==> src/rtl/ecc_sed_pkg.sv <==
// Shared types and constants for the single-error-detect (SED) parity receive path.
package ecc_sed_pkg;

    localparam int ECC_SED_DATA_W  = 12;
    localparam int ECC_SED_CW_W    = 13;
    localparam int ECC_SED_PAR_POS = 12;

    typedef enum logic [1:0] {
        HEALTHY  = 2'd0,
        DEGRADED = 2'd1,
        ALARM    = 2'd2
    } ecc_sed_health_e;

endpackage

==> src/rtl/ecc_sed_parity_check.sv <==
// Even-parity syndrome generator for a SED codeword; a 1 means the word is corrupt.
module ecc_sed_parity_check
    import ecc_sed_pkg::*;
#(
    parameter int CW_W = ECC_SED_CW_W
) (
    input  logic [CW_W-1:0] codeword,
    output logic            syndrome
);

    assign syndrome = ^codeword;

endmodule

==> src/rtl/ecc_sed_decoder.sv <==
// SED receive stage: parity check, one-cycle data forwarding and error statistics.
// Optional feature macro ECC_SED_DEC_LAST_ERR_EN adds last_err_word, a capture
// of the most recent errored codeword.
//
// state    | meaning
// HEALTHY  | no errors in the current run of valid words
// DEGRADED | errored run in progress, below BURST_THRESH
// ALARM    | BURST_THRESH consecutive errors seen; held until err_clear
module ecc_sed_decoder
    import ecc_sed_pkg::*;
#(
    parameter int DATA_WIDTH   = ECC_SED_DATA_W,
    parameter int CNT_WIDTH    = 8,
    parameter int BURST_THRESH = 3
) (
    input  logic                  clk,
    input  logic                  rst,
    input  logic                  enc_valid,
    input  logic [DATA_WIDTH:0]   enc_codeword,
    input  logic                  err_clear,
    output logic                  dec_valid,
    output logic [DATA_WIDTH-1:0] dec_data,
    output logic                  dec_err,
    output logic                  err_sticky,
    output logic [CNT_WIDTH-1:0]  err_count,
    output logic                  burst_alarm
`ifdef ECC_SED_DEC_LAST_ERR_EN
    ,
    output logic [DATA_WIDTH:0]   last_err_word
`endif
);

    // Burst counter only needs to reach BURST_THRESH, which is at most 15.
    localparam logic [3:0] BURST_MAX = 4'(BURST_THRESH);
    localparam ecc_sed_health_e FIRST_ERR_STATE = (BURST_THRESH == 1) ? ALARM : DEGRADED;

    logic syndrome;
    logic err_word;

    ecc_sed_parity_check #(.CW_W(DATA_WIDTH + 1)) u_parity (
        .codeword (enc_codeword),
        .syndrome (syndrome)
    );

    assign err_word = enc_valid & syndrome;

    logic                  dec_valid_q,   dec_valid_d;
    logic [DATA_WIDTH-1:0] dec_data_q,    dec_data_d;
    logic                  dec_err_q,     dec_err_d;
    logic                  err_sticky_q,  err_sticky_d;
    logic [CNT_WIDTH-1:0]  err_count_q,   err_count_d;
    logic [3:0]            burst_cnt_q,   burst_cnt_d;
    ecc_sed_health_e       state_q,       state_d;
    logic                  burst_alarm_q, burst_alarm_d;

    // Next-state for the data path, statistics and health FSM.
    always_comb begin
        dec_valid_d  = enc_valid;
        dec_data_d   = enc_valid ? enc_codeword[DATA_WIDTH-1:0] : dec_data_q;
        dec_err_d    = err_word;
        err_sticky_d = err_sticky_q | err_word;
        err_count_d  = err_count_q;
        burst_cnt_d  = burst_cnt_q;
        state_d      = state_q;

        if (err_word && !(&err_count_q)) begin
            err_count_d = err_count_q + 1'b1;
        end

        if (enc_valid) begin
            if (err_word) begin
                burst_cnt_d = (burst_cnt_q >= BURST_MAX) ? BURST_MAX : burst_cnt_q + 4'd1;
            end else begin
                burst_cnt_d = 4'd0;
            end
            if (state_q != ALARM) begin
                if (!err_word) begin
                    state_d = HEALTHY;
                end else if (burst_cnt_d >= BURST_MAX) begin
                    state_d = ALARM;
                end else begin
                    state_d = DEGRADED;
                end
            end
        end

        // A word that errors in the clear cycle starts a fresh run.
        if (err_clear) begin
            err_sticky_d = err_word;
            err_count_d  = CNT_WIDTH'(err_word);
            burst_cnt_d  = {3'd0, err_word};
            state_d      = err_word ? FIRST_ERR_STATE : HEALTHY;
        end

        burst_alarm_d = (state_d == ALARM);
    end

    // Register all outputs and the FSM with synchronous reset.
    always_ff @(posedge clk) begin
        if (rst) begin
            dec_valid_q   <= 1'b0;
            dec_data_q    <= '0;
            dec_err_q     <= 1'b0;
            err_sticky_q  <= 1'b0;
            err_count_q   <= '0;
            burst_cnt_q   <= 4'd0;
            state_q       <= HEALTHY;
            burst_alarm_q <= 1'b0;
        end else begin
            dec_valid_q   <= dec_valid_d;
            dec_data_q    <= dec_data_d;
            dec_err_q     <= dec_err_d;
            err_sticky_q  <= err_sticky_d;
            err_count_q   <= err_count_d;
            burst_cnt_q   <= burst_cnt_d;
            state_q       <= state_d;
            burst_alarm_q <= burst_alarm_d;
        end
    end

    assign dec_valid   = dec_valid_q;
    assign dec_data    = dec_data_q;
    assign dec_err     = dec_err_q;
    assign err_sticky  = err_sticky_q;
    assign err_count   = err_count_q;
    assign burst_alarm = burst_alarm_q;

`ifdef ECC_SED_DEC_LAST_ERR_EN
    logic [DATA_WIDTH:0] last_err_word_q, last_err_word_d;

    // Capture the most recent errored codeword; err_clear leaves it alone.
    always_comb begin
        last_err_word_d = err_word ? enc_codeword : last_err_word_q;
    end

    // Register the captured codeword.
    always_ff @(posedge clk) begin
        if (rst) begin
            last_err_word_q <= '0;
        end else begin
            last_err_word_q <= last_err_word_d;
        end
    end

    assign last_err_word = last_err_word_q;
`endif

endmodule
==> config.mk <==
export PLATFORM = sky130hd
export DESIGN_NAME = ecc_sed_decoder
export DESIGN_NICKNAME = d
export VERILOG_FILES = /design/src/rtl/ecc_sed_pkg.sv /design/src/rtl/ecc_sed_parity_check.sv /design/src/rtl/ecc_sed_decoder.sv
export SDC_FILE = /design/constraint.sdc
export NUM_CORES = 1
export LEC_CHECK = 0
export ABC_CLOCK_PERIOD_IN_PS = 2000
export BUFFER_PORTS_ARGS = -buffer_cell sky130_fd_sc_hd__buf_2
export CORE_MARGIN = 4
export CORE_UTILIZATION = 45
export DETAILED_ROUTE_END_ITERATION = 10
export GPL_ROUTABILITY_DRIVEN = 0
export PLACE_DENSITY_LB_ADDON = 0.1
export SKIP_CTS_REPAIR_TIMING = 1
export SYNTH_ARGS = -nofsm -noshare
export SYNTH_HDL_FRONTEND = slang
export SYNTH_SLANG_ARGS = --single-unit
==> constraint.sdc <==
create_clock -name clk -period 2 [get_ports clk]
set_clock_uncertainty 0.15 [all_clocks]
set_input_delay 0.4 -clock clk [delete_from_list [all_inputs] [get_ports clk]]
set_output_delay 0.4 -clock clk [all_outputs]
set_load 0.005 [all_outputs]
==> key figures <==
Clocking
  – Worst-skew pair later-pin latency: 320 ps
  – Depth of the CTS H-tree: 2
  – Root Buffer Master: clkbuf_4
  – CTS tree: yes
  – Num CTS Buffers: 5
  – Maximum clock path buffer count: 2
  – Clock transition at path regs: 90 ps
  – Sink Count: 30

Route
  – Via count: 1192
  – DRT Wirelength: 3061 um
  – ANT nets after route: 0
  – DR top layer: met4
  – Routed met3 length: 166 um
  – First DRT Iteration DRCs: 56
  – Post-route DRC violation count: 0
  – DR WL met2: 1485 um
  – Mean number of vias per cell: 5.418
  – First-pass detailed-route iteration total: 4
  – Drt wl/cell: 13.91 um
  – WL met1: 1347 um

Synth
  – FF+latch count, synth: 30
  – Synth Cell Area: 0.001370 mm2
  – Ys async rst share: 0%
  – Syn. warnings: 0
  – Syn_area_per_cell: 9.648 um2
  – Post-synthesis net count: 161
  – Synth area leader: dfxtp_1
  – Most frequently used flop master after synthesis: dfxtp_1
  – Mapped Cells: 142
  – Top cell type's share of synthesized area: 43.84%
  – Cell variety after synth: 41
  – Post-synth EDFFs: 0
  – Synth area leaders: dfxtp_1 44%, mux2i_1 8.8%, nor2_1 6.0%, xnor3_2 3.5%, xnor2_1 2.6%
  – Sequential-to-total area share from yosys stat: 43.84%

Pwr
  – Int Power: 0.9798 mW
  – Total power divided by cell area: 828.8 mW/mm2
  – Combinational power share: 25.9%
  – Worst vdd ir: 0.3693 mV
  – Net Switching: 0.4066 mW
  – Pleak: 0.8149 nW
  – Clk network pwr share: 26.3%
  – Switching share of power: 29.33%
  – Reg power frac: 47.8%

Timing
  – RSZ-0062 raised after global routing: false
  – Final period util: 90.51%
  – Final Critical Period: 1810 ps
  – Final Hold Fails: 0
  – Max-slew violation count: 0
  – Final worst setup slack: 189.9 ps
  – Setup TNS: 0 ps
  – Finish-stage setup viols: 0
  – Actual slew at the worst max-slew pin: 410.4 ps
  – Worst hold slack: 149.2 ps
  – Max-slew headroom: 72.54%
  – Fmax: 552.4 MHz

Die
  – Die Area: 0.003991 mm2
  – Rows: 19
  – Die W: 63.18 um
  – I/O pins: 41
  – Starting Density: 48.43%
  – Core footprint: 0.002829 mm2
  – Die Y: 63.18 um

Global routing
  – First-pass GRT wire length: 5409 um
  – Vias in the first global route: 1200
  – GRT Total Usage: 17.10%
  – Global route overflow: 0
  – Largest net degree at the start of global routing: 18
  – Initial antenna violation count: 0

Final layout
  – Multi-input gate area: 724.4 um2
  – Antenna Cells: 0
  – Register area: 600.6 um2
  – Share of cells above drive strength 1: 30.69%
  – Final std cells w/o fill: 220
  – Fill count: 276
  – Final #Nets: 207
  – Area growth syn-to-layout: 22.10%
  – Finished Cell Area: 0.001673 mm2

Run
  – Max-cap viol count: 0

Setup path
  – Critical Path AT: 1900 ps
  – Startpoint Class: input pin
  – Type of destination of the critical path: flop
  – Worst Path Max Fanout: 11
  – WS Path Type: in -> reg
  – Worst EP required: 2090 ps

Run status
  – Status: completed

Placement
  – Hpwl dp: 2307 um
  – IO buf count: 40
  – Pre-CTS WS: -159.4 ps
  – Placed Cells: 212
  – Placed instance area: 0.001613 mm2

Hold path
  – Hold WC Path Type: in -> reg
[area by class of cell]
class / count / share of cell area [%]
multi-input combinational: 103 / 43.31
sequential: 30 / 35.90
timing repair buffer: 45 / 14.21
clock buffer: 7 / 3.291
tap: 31 / 2.319
inverter: 3 / 0.6732
clock inverter: 1 / 0.2992
[layer usage]
layer | GRT usage (%) | vias up
li1 | - | 605
met1 | 20.26 | 547
met2 | 28.19 | 33
met3 | 6.217 | 7
met4 | 6.469 | 0
met5 | 0 | -
[worst max-delay path, stage by stage]
cell	delay (ps)
buf_2	100
xnor3_1	370
xnor3_2	290
xnor2_2	170
buf_4	200
nand2_1	120
o31ai_1	240
[Yosys cell counts (all sizes together) (2+ instances only)]
cell and count:
dfxtp 30, clkbuf 2, ha 2, a21oi 6
mux2i 12, inv 3, buf 4, xnor2 5
a31oi 2, o21ai 6, or3 2, and3 4
a311oi 2, nand4 2, nor2b 2, a32oi 2
nor2 22, nor3b 3, a31o 2, nand3 4
xor2 2, nand2 6, xnor3 3
[power by group through the flow]
stage	Combinational [mW]	Clock, mW	Sequential, mW
floorplan	0.255	0	0.677
finish	0.359	0.364	0.663
CTS	0.362	0.387	0.663
detailed placement	0.360	0	0.677
global route	0.405	0.418	0.670
global placement	0.354	0	0.674
[cell families after synthesis]
group           count (synthesis)  share of synthesized area (%)
simple gates                   52                          18.90
flops                          30                          43.84
compound gates                 27                          13.24
mux                            12                          8.767
xor+xnor                       10                          10.14
buf+inv                         9                          3.288
fa+ha+maj                       2                          1.826
[flip-flops by register name, indices dropped and copies added, names as in the netlist]
name	cells
dec_valid	1
burst_cnt_q	4
err_sticky	1
state_q	2
dec_data	12
dec_err	1
burst_alarm	1
err_count	8
[cell usage in the layout, fill, tap and decap left out, types with 2 or more instances in the layout]
cell       n
buf_2     40
dfxtp_1   30
nor2_1    22
mux2i_1   12
nand2_1    6
a21oi_1    6
o21ai_0    6
clkbuf_4   5
buf_4      5
xnor2_1    4
nand3_1    4
and3_1     4
inv_1      3
nor3b_1    3
xor2_1     2
xnor3_2    2
a31oi_1    2
nor2b_1    2
or3_1      2
a32oi_1    2
a311oi_1   2
nand4_1    2
a31o_2     2
ha_1       2
[path summary, 6_finish.rpt]
path                                from                          end  slack (ps)  cells after the start
min reg2reg        err_sticky$_SDFF_PP0_        err_sticky$_SDFF_PP0_         330                      2
min                                  rst         dec_valid$_SDFF_PP0_         150                      2
max                      enc_codeword[5]  burst_cnt_q[0]$_SDFFE_PP0P_         190                      7
max reg2reg  burst_cnt_q[0]$_SDFFE_PP0P_       burst_alarm$_SDFF_PP0_         260                      6
[per-stage QoR]
stage	total power, mW	utilization (%)
after floorplan	0.9319	-
after global placement	1.028	57.01
after detailed placement	1.037	57.01
after CTS	1.412	59.13
after global routing	1.493	59.13
final	1.386	59.13
Power figures use the tool's default switching activity.
